**src/rtl/fetch_sequencer_pkg.sv**
```systemverilog
`default_nettype none
// ============================================================================
// Module      : fetch_pkg
// Description : Shared types and constants for the instruction-fetch slice:
//               sequencer state encoding, default widths, opcode field layout.
// Revision    : 1.0 - initial release
// ============================================================================
package fetch_pkg;

  // Default datapath widths: 16-entry, 16-bit program ROM.
  localparam int DEF_ADDR_W = 4;
  localparam int DEF_INST_W = 16;

  // Sequencer state.
  typedef enum logic [1:0] {
    IDLE   = 2'd0,
    RUN    = 2'd1,
    HALTED = 2'd2
  } fetch_state_e;

  // Opcode field lives in inst[15:12].
  localparam int OPC_MSB = 15;
  localparam int OPC_LSB = 12;

  localparam logic [3:0] OPC_NOP  = 4'b0000;
  localparam logic [3:0] OPC_LOAD = 4'b0001;
  localparam logic [3:0] OPC_ADD  = 4'b0010;
  localparam logic [3:0] OPC_BR   = 4'b1100;
  localparam logic [3:0] OPC_MOV  = 4'b1110;
  localparam logic [3:0] OPC_OUT  = 4'b1111;

  // Extract the opcode field from a 16-bit instruction word.
  function automatic logic [3:0] opcode_of(input logic [DEF_INST_W-1:0] word);
    return word[OPC_MSB:OPC_LSB];
  endfunction

endpackage
`default_nettype wire

```
**src/rtl/fetch_sequencer_if.sv**
```systemverilog
`default_nettype none
// ============================================================================
// Module      : fetch_if
// Description : ROM, decode handshake and branch-redirect signals between the
//               fetch sequencer (master) and its ROM/decode/execute neighbours
//               (slave).
// Revision    : 1.0 - initial release
// ============================================================================
interface fetch_if
  import fetch_pkg::*;
#(
  parameter int ADDR_W = DEF_ADDR_W,
  parameter int INST_W = DEF_INST_W
) ();

  logic [ADDR_W-1:0] rom_addr;
  logic [INST_W-1:0] rom_data;
  logic [INST_W-1:0] inst;
  logic [ADDR_W-1:0] inst_pc;
  logic              inst_valid;
  logic              inst_ready;
  logic              br_valid;
  logic [ADDR_W-1:0] br_target;

  modport master (
    output rom_addr,
    input  rom_data,
    output inst,
    output inst_pc,
    output inst_valid,
    input  inst_ready,
    input  br_valid,
    input  br_target
  );

  modport slave (
    input  rom_addr,
    output rom_data,
    input  inst,
    input  inst_pc,
    input  inst_valid,
    output inst_ready,
    output br_valid,
    output br_target
  );

endinterface
`default_nettype wire

```
**src/rtl/fetch_sequencer_pc_counter.sv**
```systemverilog
`default_nettype none
// ============================================================================
// Module      : pc_counter
// Description : Program counter with load (start / branch) and increment.
//               Increment wraps modulo 2^ADDR_W; at_last flags the final
//               address so the sequencer can decide whether to halt.
// Revision    : 1.0 - initial release
// ============================================================================
module pc_counter #(
  parameter int                ADDR_W   = 4,
  parameter logic [ADDR_W-1:0] RESET_PC = '0
) (
  input  logic              clk,
  input  logic              reset,
  input  logic              load,
  input  logic [ADDR_W-1:0] load_val,
  input  logic              inc,
  output logic [ADDR_W-1:0] pc,
  output logic              at_last
);

  logic [ADDR_W-1:0] pc_q;
  logic [ADDR_W-1:0] pc_d;

  // Next PC: a load beats an increment; the add wraps naturally.
  always_comb begin
    pc_d = pc_q;
    if (load) begin
      pc_d = load_val;
    end else if (inc) begin
      pc_d = pc_q + ADDR_W'(1);
    end
  end

  // PC register.
  always_ff @(posedge clk or posedge reset) begin
    if (reset) begin
      pc_q <= RESET_PC;
    end else begin
      pc_q <= pc_d;
    end
  end

  assign pc      = pc_q;
  assign at_last = &pc_q;

endmodule
`default_nettype wire

```
**src/rtl/fetch_sequencer.sv**
```systemverilog
`default_nettype none
// ============================================================================
// Module      : fetch_sequencer
// Description : Instruction-fetch controller. Drives the ROM address from the
//               PC, captures ROM data into a one-entry instruction register
//               and presents it to decode over valid/ready. Supports start,
//               stop, branch redirect (1-bubble flush) and halt on PC wrap.
//               Optional macro FETCH_STEP_EN adds single-step ports
//               step_mode/step gating each fetch on a (1-deep buffered) pulse.
// Revision    : 1.0 - initial release
// ============================================================================
module fetch_sequencer
  import fetch_pkg::*;
#(
  parameter int                ADDR_W       = DEF_ADDR_W,
  parameter int                INST_W       = DEF_INST_W,
  parameter logic [ADDR_W-1:0] RESET_PC     = '0,
  parameter bit                HALT_ON_WRAP = 1'b1
) (
  input  logic       clk,
  input  logic       reset,
  input  logic       start,
  input  logic       stop_req,
`ifdef FETCH_STEP_EN
  input  logic       step_mode,
  input  logic       step,
`endif
  fetch_if.master    bus,
  output logic       busy,
  output logic       halted,
  output logic [7:0] fetch_count
);

  fetch_state_e      state_q, state_d;
  logic [INST_W-1:0] inst_q, inst_d;
  logic [ADDR_W-1:0] inst_pc_q, inst_pc_d;
  logic              inst_valid_q, inst_valid_d;
  logic [7:0]        count_q, count_d;

  logic              pc_load;
  logic [ADDR_W-1:0] pc_load_val;
  logic              pc_inc;
  logic [ADDR_W-1:0] pc;
  logic              pc_at_last;
  logic              slot_free;
  logic              step_ok;
  logic              fetch_fire;

  pc_counter #(
    .ADDR_W   (ADDR_W),
    .RESET_PC (RESET_PC)
  ) u_pc (
    .clk      (clk),
    .reset    (reset),
    .load     (pc_load),
    .load_val (pc_load_val),
    .inc      (pc_inc),
    .pc       (pc),
    .at_last  (pc_at_last)
  );

  assign slot_free = !inst_valid_q || bus.inst_ready;

`ifdef FETCH_STEP_EN
  logic step_pend_q, step_pend_d;

  // Fetch permission: free-running unless step_mode, then one per step pulse.
  always_comb begin
    step_ok = !step_mode || step || step_pend_q;
  end

  // Remember one step pulse that could not be used yet; forget it outside RUN.
  always_comb begin
    step_pend_d = step_pend_q;
    if (state_q != RUN) begin
      step_pend_d = 1'b0;
    end else if (fetch_fire && step_mode) begin
      // The older pending pulse is used first; a new one then stays pending.
      step_pend_d = step_pend_q && step;
    end else if (step) begin
      step_pend_d = 1'b1;
    end
  end

  // Pending-step register.
  always_ff @(posedge clk or posedge reset) begin
    if (reset) begin
      step_pend_q <= 1'b0;
    end else begin
      step_pend_q <= step_pend_d;
    end
  end
`else
  assign step_ok = 1'b1;
`endif

  // FSM next state, instruction register and fetch counter updates.
  always_comb begin
    state_d      = state_q;
    inst_d       = inst_q;
    inst_pc_d    = inst_pc_q;
    inst_valid_d = inst_valid_q;
    count_d      = count_q;
    pc_load      = 1'b0;
    pc_load_val  = RESET_PC;
    pc_inc       = 1'b0;
    fetch_fire   = 1'b0;

    // Decode taking the held instruction empties the slot unless refilled.
    if (inst_valid_q && bus.inst_ready) begin
      inst_valid_d = 1'b0;
    end

    case (state_q)
      IDLE, HALTED: begin
        // start beats stop_req; stop is meaningless here anyway.
        if (start) begin
          state_d     = RUN;
          pc_load     = 1'b1;
          pc_load_val = RESET_PC;
          count_d     = 8'd0;
        end
      end

      RUN: begin
        if (bus.br_valid) begin
          // Redirect wins over fetch and stall; flush the held instruction.
          pc_load      = 1'b1;
          pc_load_val  = bus.br_target;
          inst_valid_d = 1'b0;
          if (stop_req) begin
            state_d = HALTED;
          end
        end else if (stop_req) begin
          // Held instruction is left for decode to drain.
          state_d = HALTED;
        end else if (slot_free && step_ok) begin
          fetch_fire   = 1'b1;
          inst_d       = bus.rom_data;
          inst_pc_d    = pc;
          inst_valid_d = 1'b1;
          pc_inc       = 1'b1;
          if (count_q != 8'hFF) begin
            count_d = count_q + 8'd1;
          end
          if (HALT_ON_WRAP && pc_at_last) begin
            state_d = HALTED;
          end
        end
      end

      default: begin
        state_d = IDLE;
      end
    endcase
  end

  // State, instruction register and counter flops.
  always_ff @(posedge clk or posedge reset) begin
    if (reset) begin
      state_q      <= IDLE;
      inst_q       <= '0;
      inst_pc_q    <= '0;
      inst_valid_q <= 1'b0;
      count_q      <= 8'd0;
    end else begin
      state_q      <= state_d;
      inst_q       <= inst_d;
      inst_pc_q    <= inst_pc_d;
      inst_valid_q <= inst_valid_d;
      count_q      <= count_d;
    end
  end

  assign bus.rom_addr   = pc;
  assign bus.inst       = inst_q;
  assign bus.inst_pc    = inst_pc_q;
  assign bus.inst_valid = inst_valid_q;
  assign busy           = (state_q == RUN);
  assign halted         = (state_q == HALTED);
  assign fetch_count    = count_q;

endmodule
`default_nettype wire

```
**src/flat_wrapper.sv**
```systemverilog
// flat-port wrapper written by rule: the top's interface ports become plain ports
module fetch_sequencer_flat import fetch_pkg::*;
#(
  parameter int                ADDR_W       = DEF_ADDR_W,
  parameter int                INST_W       = DEF_INST_W,
  parameter logic [ADDR_W-1:0] RESET_PC     = '0,
  parameter bit                HALT_ON_WRAP = 1'b1
)
  (clk, reset, start, stop_req, busy, halted, fetch_count, bus_rom_addr, bus_rom_data, bus_inst, bus_inst_pc, bus_inst_valid, bus_inst_ready, bus_br_valid, bus_br_target);
  fetch_if #(.ADDR_W(ADDR_W), .INST_W(INST_W)) bus_i ();
  input  logic clk;
  input  logic reset;
  input  logic start;
  input  logic stop_req;
  output logic busy;
  output logic halted;
  output logic [7:0] fetch_count;
  output wire logic [$bits(bus_i.rom_addr)-1:0] bus_rom_addr;
  input wire logic [$bits(bus_i.rom_data)-1:0] bus_rom_data;
  output wire logic [$bits(bus_i.inst)-1:0] bus_inst;
  output wire logic [$bits(bus_i.inst_pc)-1:0] bus_inst_pc;
  output wire logic [$bits(bus_i.inst_valid)-1:0] bus_inst_valid;
  input wire logic [$bits(bus_i.inst_ready)-1:0] bus_inst_ready;
  input wire logic [$bits(bus_i.br_valid)-1:0] bus_br_valid;
  input wire logic [$bits(bus_i.br_target)-1:0] bus_br_target;
  assign bus_rom_addr = bus_i.rom_addr;
  assign bus_i.rom_data = bus_rom_data;
  assign bus_inst = bus_i.inst;
  assign bus_inst_pc = bus_i.inst_pc;
  assign bus_inst_valid = bus_i.inst_valid;
  assign bus_i.inst_ready = bus_inst_ready;
  assign bus_i.br_valid = bus_br_valid;
  assign bus_i.br_target = bus_br_target;
  fetch_sequencer #(.ADDR_W(ADDR_W), .INST_W(INST_W), .RESET_PC(RESET_PC), .HALT_ON_WRAP(HALT_ON_WRAP)) u_core (.clk(clk), .reset(reset), .start(start), .stop_req(stop_req), .bus(bus_i), .busy(busy), .halted(halted), .fetch_count(fetch_count));
endmodule
```
**config.mk**
```make
export PLATFORM = sky130hd
export DESIGN_NAME = fetch_sequencer_flat
export DESIGN_NICKNAME = d
export VERILOG_FILES = /design/src/rtl/fetch_sequencer_pkg.sv /design/src/rtl/fetch_sequencer_if.sv /design/src/rtl/fetch_sequencer_pc_counter.sv /design/src/rtl/fetch_sequencer.sv /design/src/flat_wrapper.sv
export SDC_FILE = /design/constraint.sdc
export NUM_CORES = 1
export LEC_CHECK = 0
export CAP_MARGIN = 20
export CORE_UTILIZATION = 39
export DETAILED_ROUTE_END_ITERATION = 6
export HOLD_SLACK_MARGIN = 0.12
export PLACE_DENSITY = 0.71
export SYNTH_ARGS = -nofsm -noshare
export SYNTH_HDL_FRONTEND = slang
export SYNTH_HIERARCHICAL = 1
export SYNTH_SLANG_ARGS = --single-unit
```
**constraint.sdc**
```tcl
create_clock -name clk -period 1.88 [get_ports clk]
set_input_delay 0.376 -clock clk [delete_from_list [all_inputs] [get_ports clk]]
set_output_delay 0.376 -clock clk [all_outputs]
set_load 0.05 [all_outputs]
```
# Yosys cells after proc, flatten, opt, wreduce, memory -nomap -nowiden
# Index checks and enable logic that the tools add are counted.
# op_classes
n_addsub,2
mul,0
div,0
magnitude_cmp,0
n_eq_ne,11
n_shift,0
muxes,29
n_bitwise,2
reduce_logical,11
# op_table
op,n
8-bit two-way mux,5
4-bit two-way mux,4
8-bit one-hot mux with 2 select lines,1
2-bit two-way mux,6
4-bit AND reduction,3
1-bit two-way mux,11
8-bit by 1-bit adder with 8-bit output (second input constant),1
8-bit != test (second input constant),1
2-bit != test (second input constant),3
3-bit by 2-bit != test with 1-bit output (second input constant),2
6-bit AND reduction,1
4-bit by 1-bit adder with 4-bit output (second input constant),1
2-bit by 1-bit != test with 1-bit output (second input constant),2
2-bit one-hot mux with 2 select lines,1
2-bit nonzero test,2
3-bit != test (second input constant),1
2-bit by 1-bit equality test with 1-bit output (second input constant),1
2-bit equality test (second input constant),1
2-bit logical NOT,1
1-bit NOT,2
1-bit one-hot mux with 2 select lines,1
2-bit OR reduction,1
1-bit logical AND,1
1-bit logical NOT,1
1-bit logical OR,1
# totals
register_bits,35
latch_bits,0
ram_bits,0
rom_bits,0
input_bits,26
out_inout_bits,35
word_cells,61
mem_count,0

# Depth between registers and ports, before layout
# Gate-level depths: netlist of run 1.
# depth
depth_word,8
ltp_mapped,8
ltp_nobuf,6

# Modules after synthesis
# The synthesis of run 1 kept the hierarchy.
# modules_own_cells
module,n_inst,cells_per_inst,area_per_inst_um2,seq_area_each_um2
fetch_sequencer,1,151,1383.8,775.7
pc_counter,1,20,206.4,100.1

# Least setup slack after synthesis of run 1
# OpenSTA, ideal clock, no wires.
# synth_timing
kind,register to register
start,register u_core.inst_valid_q (netlist: u_core/bus.inst_valid)
end,register u_core.u_pc.pc_q[3] (netlist: u_core/u_pc/pc[3])
setup_ns,0.125
t_arrival_ns,2.135
required_ns,1.755
setup_slack_ns,-0.380
stages_incl_launch_ff,9
path_buffers,2
period_less_slack_ns,2.260
path_cell_list,dfrtp_1 > nor2b_1 > or4_4 > buf_6 > clkinv_4 > buf_2 > nand4_1 > xnor2_1 > mux2_2
# synth_via
elab_chain_len,7
# synth_lines
item,line_no,source
from (decl),fetch_sequencer.sv:37,"logic inst_valid_q, inst_valid_d;"
from (signal assigned),fetch_sequencer.sv:170,inst_valid_q <= inst_valid_d;
1-bit logical NOT,fetch_sequencer.sv:62,assign slot_free = !inst_valid_q || bus.inst_ready;
1-bit logical OR,fetch_sequencer.sv:62,
1-bit two-way mux,fetch_sequencer.sv:137,end else if (slot_free && step_ok) begin
1-bit two-way mux,fetch_sequencer.sv:134,end else if (stop_req) begin
1-bit two-way mux,fetch_sequencer.sv:126,if (bus.br_valid) begin
1-bit two-way mux,fetch_sequencer.sv:114,case (state_q)
net u_core.pc_inc,fetch_sequencer.sv:42,logic pc_inc;
2-bit nonzero test (no source line),n/a,
to (signal assigned),fetch_sequencer_pc_counter.sv:40,pc_q <= pc_d;
to (decl),fetch_sequencer_pc_counter.sv:22,logic [ADDR_W-1:0] pc_q;
# The timed path passes the listed nets, and every way through them passes these cells.
# A chain may end at the register's enable or synchronous reset.

# Worst setup path after layout of run 1
# layout_timing
start,register u_core.inst_q[8] (netlist: u_core/bus.inst[8])
end,output bus_inst[8]
# layout_rtl
item,line_no,source
from (decl),fetch_sequencer.sv:35,"logic [INST_W-1:0] inst_q, inst_d;"
from (signal assigned),fetch_sequencer.sv:168,inst_q <= inst_d;
to (decl),flat_wrapper.sv:20,output wire logic [$bits(bus_i.inst)-1:0] bus_inst;
# No word-level cell between the ends.

==> impl_results.md, run 1 <==
* Outcome: complete, no violations
* Setup bufs post-CTS at 0
* Die height at 65.9 um
* Place WS at -0.211 ns
* Mean Syn Cell Area at 9.30 um^2
* Worst clock skew at 0.00421 ns
* CP arrival at 1.44 ns
* Commonest cells after routing, fill and taps aside: nand2_1, clkdlybuf4s50_1, dfrtp_1, buf_4, and3_1
* Clock Latency Late Sink at 0.28 ns
* Final worst setup slack at 0.0605 ns
* Crit-path slowest cell: clkdlybuf4s50_1
* Mux share of post-synthesis cell area at 0.0197
* Area growth syn-to-layout at 52.2%
* TritonCTS Sinks at 35
* 1st-pass router iterations at 4
* Max VDD drop at 1050 uV
* Final period util at 0.968
* Top cell type's share of synthesized area at 0.551
* Required @ worst endpoint at 1.50 ns
* Yosys top cell by area: dfrtp_1
* Largest net degree at the start of global routing at 21
* Crit path max-delay family: buffers and inverters
* Critical path depth in cells at 1
* Post-CTS Resized at 0
* HPWL Detailed at 2730 um
* Endpoints failing setup at 0
* Die Width at 65.9 um
* Tmin final at 1.82 ns
* Synth Cell Area at 0.00159 mm^2
* Critical path buffers and inverters at 1
* Reg2Reg Launch Point: u_core/state_q[1]
* Die area at 0.00434 mm^2
* CP max FO at 2
* DRT Wirelength at 3590 um
* Storage cell area at 877 um^2
* Hold WC Path Type: primary input to async pin
* Vias in the first global route at 1278
* YS warnings at 6
* Mapped Nets at 199
* Post-synthesis compound-gate area fraction at 0.106
* Cells after Synth at 171
* Pwr dens at 1520 mW/mm^2
* Max-cap violation count at 0
* Crit path launch type: flip-flop
* Clock network fraction of design power at 0.187
* Drt via density at 4.87
* Ranking of synthesized cells by area: dfrtp_1, nand2_1, and3_1
* Post-Synth XOR/XNOR Area at 0.0165
* Combinational cell fraction of total power at 0.499
* Adder-Cell Fraction of Synth Area at 0.0157
* R2r setup slk at 0.14 ns
* Reg power frac at 0.313
* Tot GR Track Use at 0.188
* Worst slew pin tran at 0.514 ns
* Initial drt markers at 108
* Multi-input logic area at 666 um^2
* Share of cells above drive strength 1 at 0.195
* Fill cells at 328
* Sequential area share after synthesis at 0.551
* Final hold slack at 0.329 ns
* R2R depth at 5
* H-Tree Depth at 2
* Drt drc at 0
* First-pass GRT wire length at 5890 um
* Commonest non-fill, non-tap cell in the layout: nand2_1
* Reg2Reg Capture Point: u_core/fetch_count[6]
* PortBufs at 60
* Register bit total from synthesis at 35
* Switching Share at 0.444
* CTS Root Cell: clkbuf_8
* TritonCTS buffer count at 5
* Crit-path cells: clkdlybuf4s50_1
* Relative slew slack at 0.657
* CTS tree: built
* Grt ovf at 0
* Initial antenna violation count at 0
* Worst Setup EP: bus_inst[8]
* Reg clk slew, reported paths at 0.07 ns
* Max Freq at 0.550 GHz
* Netlist cell types at 34
* Static Leak at 1.22 nW
* Setup Crit Path Kind: flip-flop to output pin
* Internal power at 0.00205 W
* Net Sw Power at 0.00164 W
* NumNets Final at 273
* Core area at 0.00377 mm^2
* CP Capture Type: output pin
* Clock Path Buffers at 2
* Rows at 22
* RSZ-0062 raised after global routing: no
* Number of antenna repair diodes at 0
* Routed via count at 1433
* Main combinational cell family by area after synthesis: simple AND/OR/NAND/NOR gates
* Max Slew Vio Count at 0
* Worst path max stage delay at 0.81 ns
* Final hold violation count at 0
* Gpl congestion at 0.842
* Per-cell routed wire length at 12.2 um
* Post-route ant nets at 0
* Simple-Gate Fraction of Synth Area at 0.256
* Ports at 61
* Hold_buf cts at 0
* Starting Density at 0.422
* Crit path launch: u_core/bus.inst[8]
==> sequential cells by signal, summed over array words and instances, names as in the netlist <==
signal,count
u_core/bus.inst,16
u_core/fetch_count,8
u_core/bus.inst_pc,4
u_core/u_pc/pc,4
u_core/state_q,2
u_core/bus.inst_valid,1
==> cell usage after synthesis <==
master	instances
a21oi_1	3
nand2b_1	1
nand2_1	69
xnor2_1	2
a41oi_1	1
or4_4	1
inv_1	4
xor2_1	1
mux2i_1	2
a21o_1	2
clkinv_4	1
dfrtp_1	35
clkbuf_1	3
nor3b_1	1
and3_1	8
a2bb2oi_1	1
nand3_1	1
o21ai_2	2
buf_6	1
and2_1	1
a311o_1	1
a22o_1	1
o21ai_0	6
o211ai_1	1
nor2_1	3
nor2b_1	2
a31oi_1	4
nand4_1	3
buf_2	2
nand2b_4	1
ha_1	2
mux2_2	1
o21a_1	3
nor3_1	1
==> power groups by stage <==
stage	clock (W)	sequential, W	combinational, W
floorplan	0	0.00199	0.000362
global placement	0	0.00117	0.00183
detailed placement	0	0.00117	0.00186
CTS	0.000711	0.00116	0.00186
global route	0.000748	0.00118	0.00195
finish	0.000691	0.00115	0.00184
==> final cells by class <==
type / count / area share
sequential: 35 / 0.362
timing repair buffer: 73 / 0.279
multi-input combinational: 125 / 0.275
clock buffer: 6 / 0.0341
tap: 48 / 0.0248
clock inverter: 2 / 0.0145
inverter: 5 / 0.00982
==> how the worst min path moves through the flow <==
stage | to | startpoint | cells after the start | slack, ns
6_report | u_core/u_pc/pc[3] | reset | 2 | 0.33
5_1_grt | u_core/u_pc/pc[2] | reset | 2 | 0.34
4_1_cts | u_core/u_pc/pc[3] | reset | 2 | 0.33
3_5_place_dp | u_core/bus.inst[6] | u_core/bus.inst[6] | 2 | 0.46
3_3_place_gp | u_core/bus.inst[8] | u_core/bus.inst[8] | 2 | 0.46
2_1_floorplan | u_core/u_pc/pc[0] | reset | 1 | 0.14
==> metal layers <==
layer	vias up	part of all wire	track usage
met5	-	0	0
met4	0	0.018	0.109
met3	4	0.059	0.0500
met2	46	0.45	0.267
met1	662	0.47	0.257
li1	721	-	-
==> metrics by stage <==
| step | TNS, ns | util | instances | power, W | cell area, um^2 |
|---|---|---|---|---|---|
| floorplan | -0.180 | - | 171 | 0.00235 | 1610 |
| global placement | -3.48 | 0.610 | 286 | 0.00300 | 2300 |
| detailed placement | -4.00 | 0.610 | 286 | 0.00303 | 2300 |
| CTS | 0 | 0.642 | 294 | 0.00373 | 2420 |
| global route | 0 | 0.642 | 294 | 0.00389 | 2420 |
| finish | 0 | 0.642 | 294 | 0.00369 | 2420 |
==> kinds of logic (layout without fill, tap and decap cells) <==
kind of cell	Yosys count	in the layout
and+or+nand+nor	92	92
DFF	35	35
AOI/OAI and AO/OA	25	25
buffers and inverters	11	86
xor gates and xnor gates	3	3
muxes	3	3
adders and majority gates	2	2
Power figures use the tool's default switching activity.
==> run 2, diff against run 1 <==
Settings changed: HOLD_SLACK_MARGIN 0.12 to default.
==> results of run 2 <==
The final DEF is identical to that of run 1; final timing and power are the same.
==> run 3, diff against run 2 <==
Settings changed: CORE_ASPECT_RATIO from default to 1.4, GPL_ROUTABILITY_DRIVEN from default to 0.
==> run 3 against run 2 <==
- sequential share of layout area fell by 0.17 points
- critical path depth unchanged
- count of clock-buffer cells in the layout stayed put
- sequential cell count is the same
- critical endpoint is now bus_inst[6]
==> impl_results.md, run 3 (synthesis gave the netlist of run 1 again) <==
* Outcome: complete, no violations
* Die Width at 56.0 um
* Reg2Reg Launch Point: u_core/state_q[1]
* Final period util at 0.971
* CP max FO at 2
* Share of cells above drive strength 1 at 0.194
* Clock Latency Late Sink at 0.29 ns
* Setup TNS at 0 ns
* R2r setup slk at 0.14 ns
* Placed cells at 282
* H-Tree Depth at 2
* Vias in the first global route at 1481
* RSZ-0062 raised after global routing: no
* Place WS at -0.250 ns
* Hold WC Path Type: primary input to async pin
* Setup Crit Path Kind: flip-flop to output pin
* Worst slew pin tran at 0.505 ns
* TritonCTS buffer count at 5
* First-pass GRT wire length at 6530 um
* Required @ worst endpoint at 1.50 ns
* Pwr dens at 1520 mW/mm^2
* Commonest cells after routing, fill and taps aside: nand2_1, clkdlybuf4s50_1, dfrtp_1, buf_4, and3_1
* Worst path max stage delay at 0.80 ns
* CTS Root Cell: clkbuf_8
* 1st-pass router iterations at 4
* CP Capture Type: output pin
* PortBufs at 60
* Die area at 0.00434 mm^2
* R2R depth at 6
* Starting Density at 0.406
* Worst clock skew at 0.00351 ns
* Crit-path cells: clkdlybuf4s50_1
* Per-cell routed wire length at 13.2 um
* DRT Wirelength at 3820 um
* NumNets Final at 274
* Max reg flops at 16
* CP arrival at 1.45 ns
* HPWL Detailed at 2820 um
* Clock Path Buffers at 2
* Largest net degree at the start of global routing at 32
* TritonCTS Sinks at 35
* Worst Setup EP: bus_inst[6]
* Grt ovf at 0
* Tot GR Track Use at 0.197
* Rows at 27
* Crit path max-delay family: buffers and inverters
* Die height at 77.6 um
* Max VDD drop at 950 uV
* Static Leak at 1.26 nW
* CTS tree: built
* Max-cap violation count at 0
* Reg2Reg Capture Point: u_core/u_pc/pc[3]
* Ports at 61
* Final worst setup slack at 0.0536 ns
* Area growth syn-to-layout at 52.9%
* Reg clk slew, reported paths at 0.07 ns
* Critical path depth in cells at 1
* Tmin final at 1.83 ns
* Number of antenna repair diodes at 0
* Initial drt markers at 67
* Core area at 0.00392 mm^2
* Max Freq at 0.548 GHz
* Drt via density at 5.05
* Relative slew slack at 0.663
* Max Slew Vio Count at 0
* Post-route ant nets at 0
* Endpoints failing setup at 0
* Final hold slack at 0.305 ns
* Critical path buffers and inverters at 1
* Commonest non-fill, non-tap cell in the layout: nand2_1
* Initial antenna violation count at 0
* Crit path launch type: flip-flop
* Crit path launch: u_core/bus.inst[6]
* Crit-path slowest cell: clkdlybuf4s50_1
* Final hold violation count at 0
* Hold_buf cts at 0
* Finished Layout Cells at 290
* Routed via count at 1464
* Drt drc at 0
-- run 3: area by class of cell --
type,instances,area (um^2)
clock buffers,6,82.6
clock inverters,2,35.0
fillers,373,1490
inverters,5,23.8
multi-input cells,125,666
flip-flops and latches,35,877
well taps,43,53.8
repair buffers,74,693
-- run 3: power breakdown --
group          switching, W  internal [W]
clock              0.000263      0.000429
sequential         0.000158      0.000996
combinational       0.00122      0.000634
-- run 3: how the worst min path moves through the flow --
| stage | from | end | slack, ns | depth (start not counted) |
|---|---|---|---|---|
| 2_1_floorplan | reset | u_core/u_pc/pc[0] | 0.14 | 1 |
| 3_3_place_gp | u_core/bus.inst[4] | u_core/bus.inst[4] | 0.46 | 2 |
| 3_5_place_dp | u_core/bus.inst[10] | u_core/bus.inst[10] | 0.46 | 2 |
| 4_1_cts | reset | u_core/u_pc/pc[0] | 0.29 | 2 |
| 5_1_grt | reset | u_core/u_pc/pc[0] | 0.31 | 2 |
| 6_report | reset | u_core/u_pc/pc[1] | 0.30 | 2 |
-- run 3: layer usage --
metal,part of all wire,global-route usage
met1,0.40,0.204
met2,0.52,0.351
met3,0.051,0.0600
met4,0.024,0.100
met5,0,0
-- run 3: stage by stage --
stage               total power, W  cell area (um^2)  utilization
floorplan                  0.00235              1610            -
global placement           0.00302              2310        0.588
detailed placement         0.00304              2310        0.588
CTS                        0.00375              2420        0.618
global route               0.00390              2430        0.620
finish                     0.00370              2430        0.620
-- run 3: repair_timing --
action                     in CTS  in global routing
resized for setup               0                  3
setup buffers                   0                  0
setup endpoints to repair       0                  3
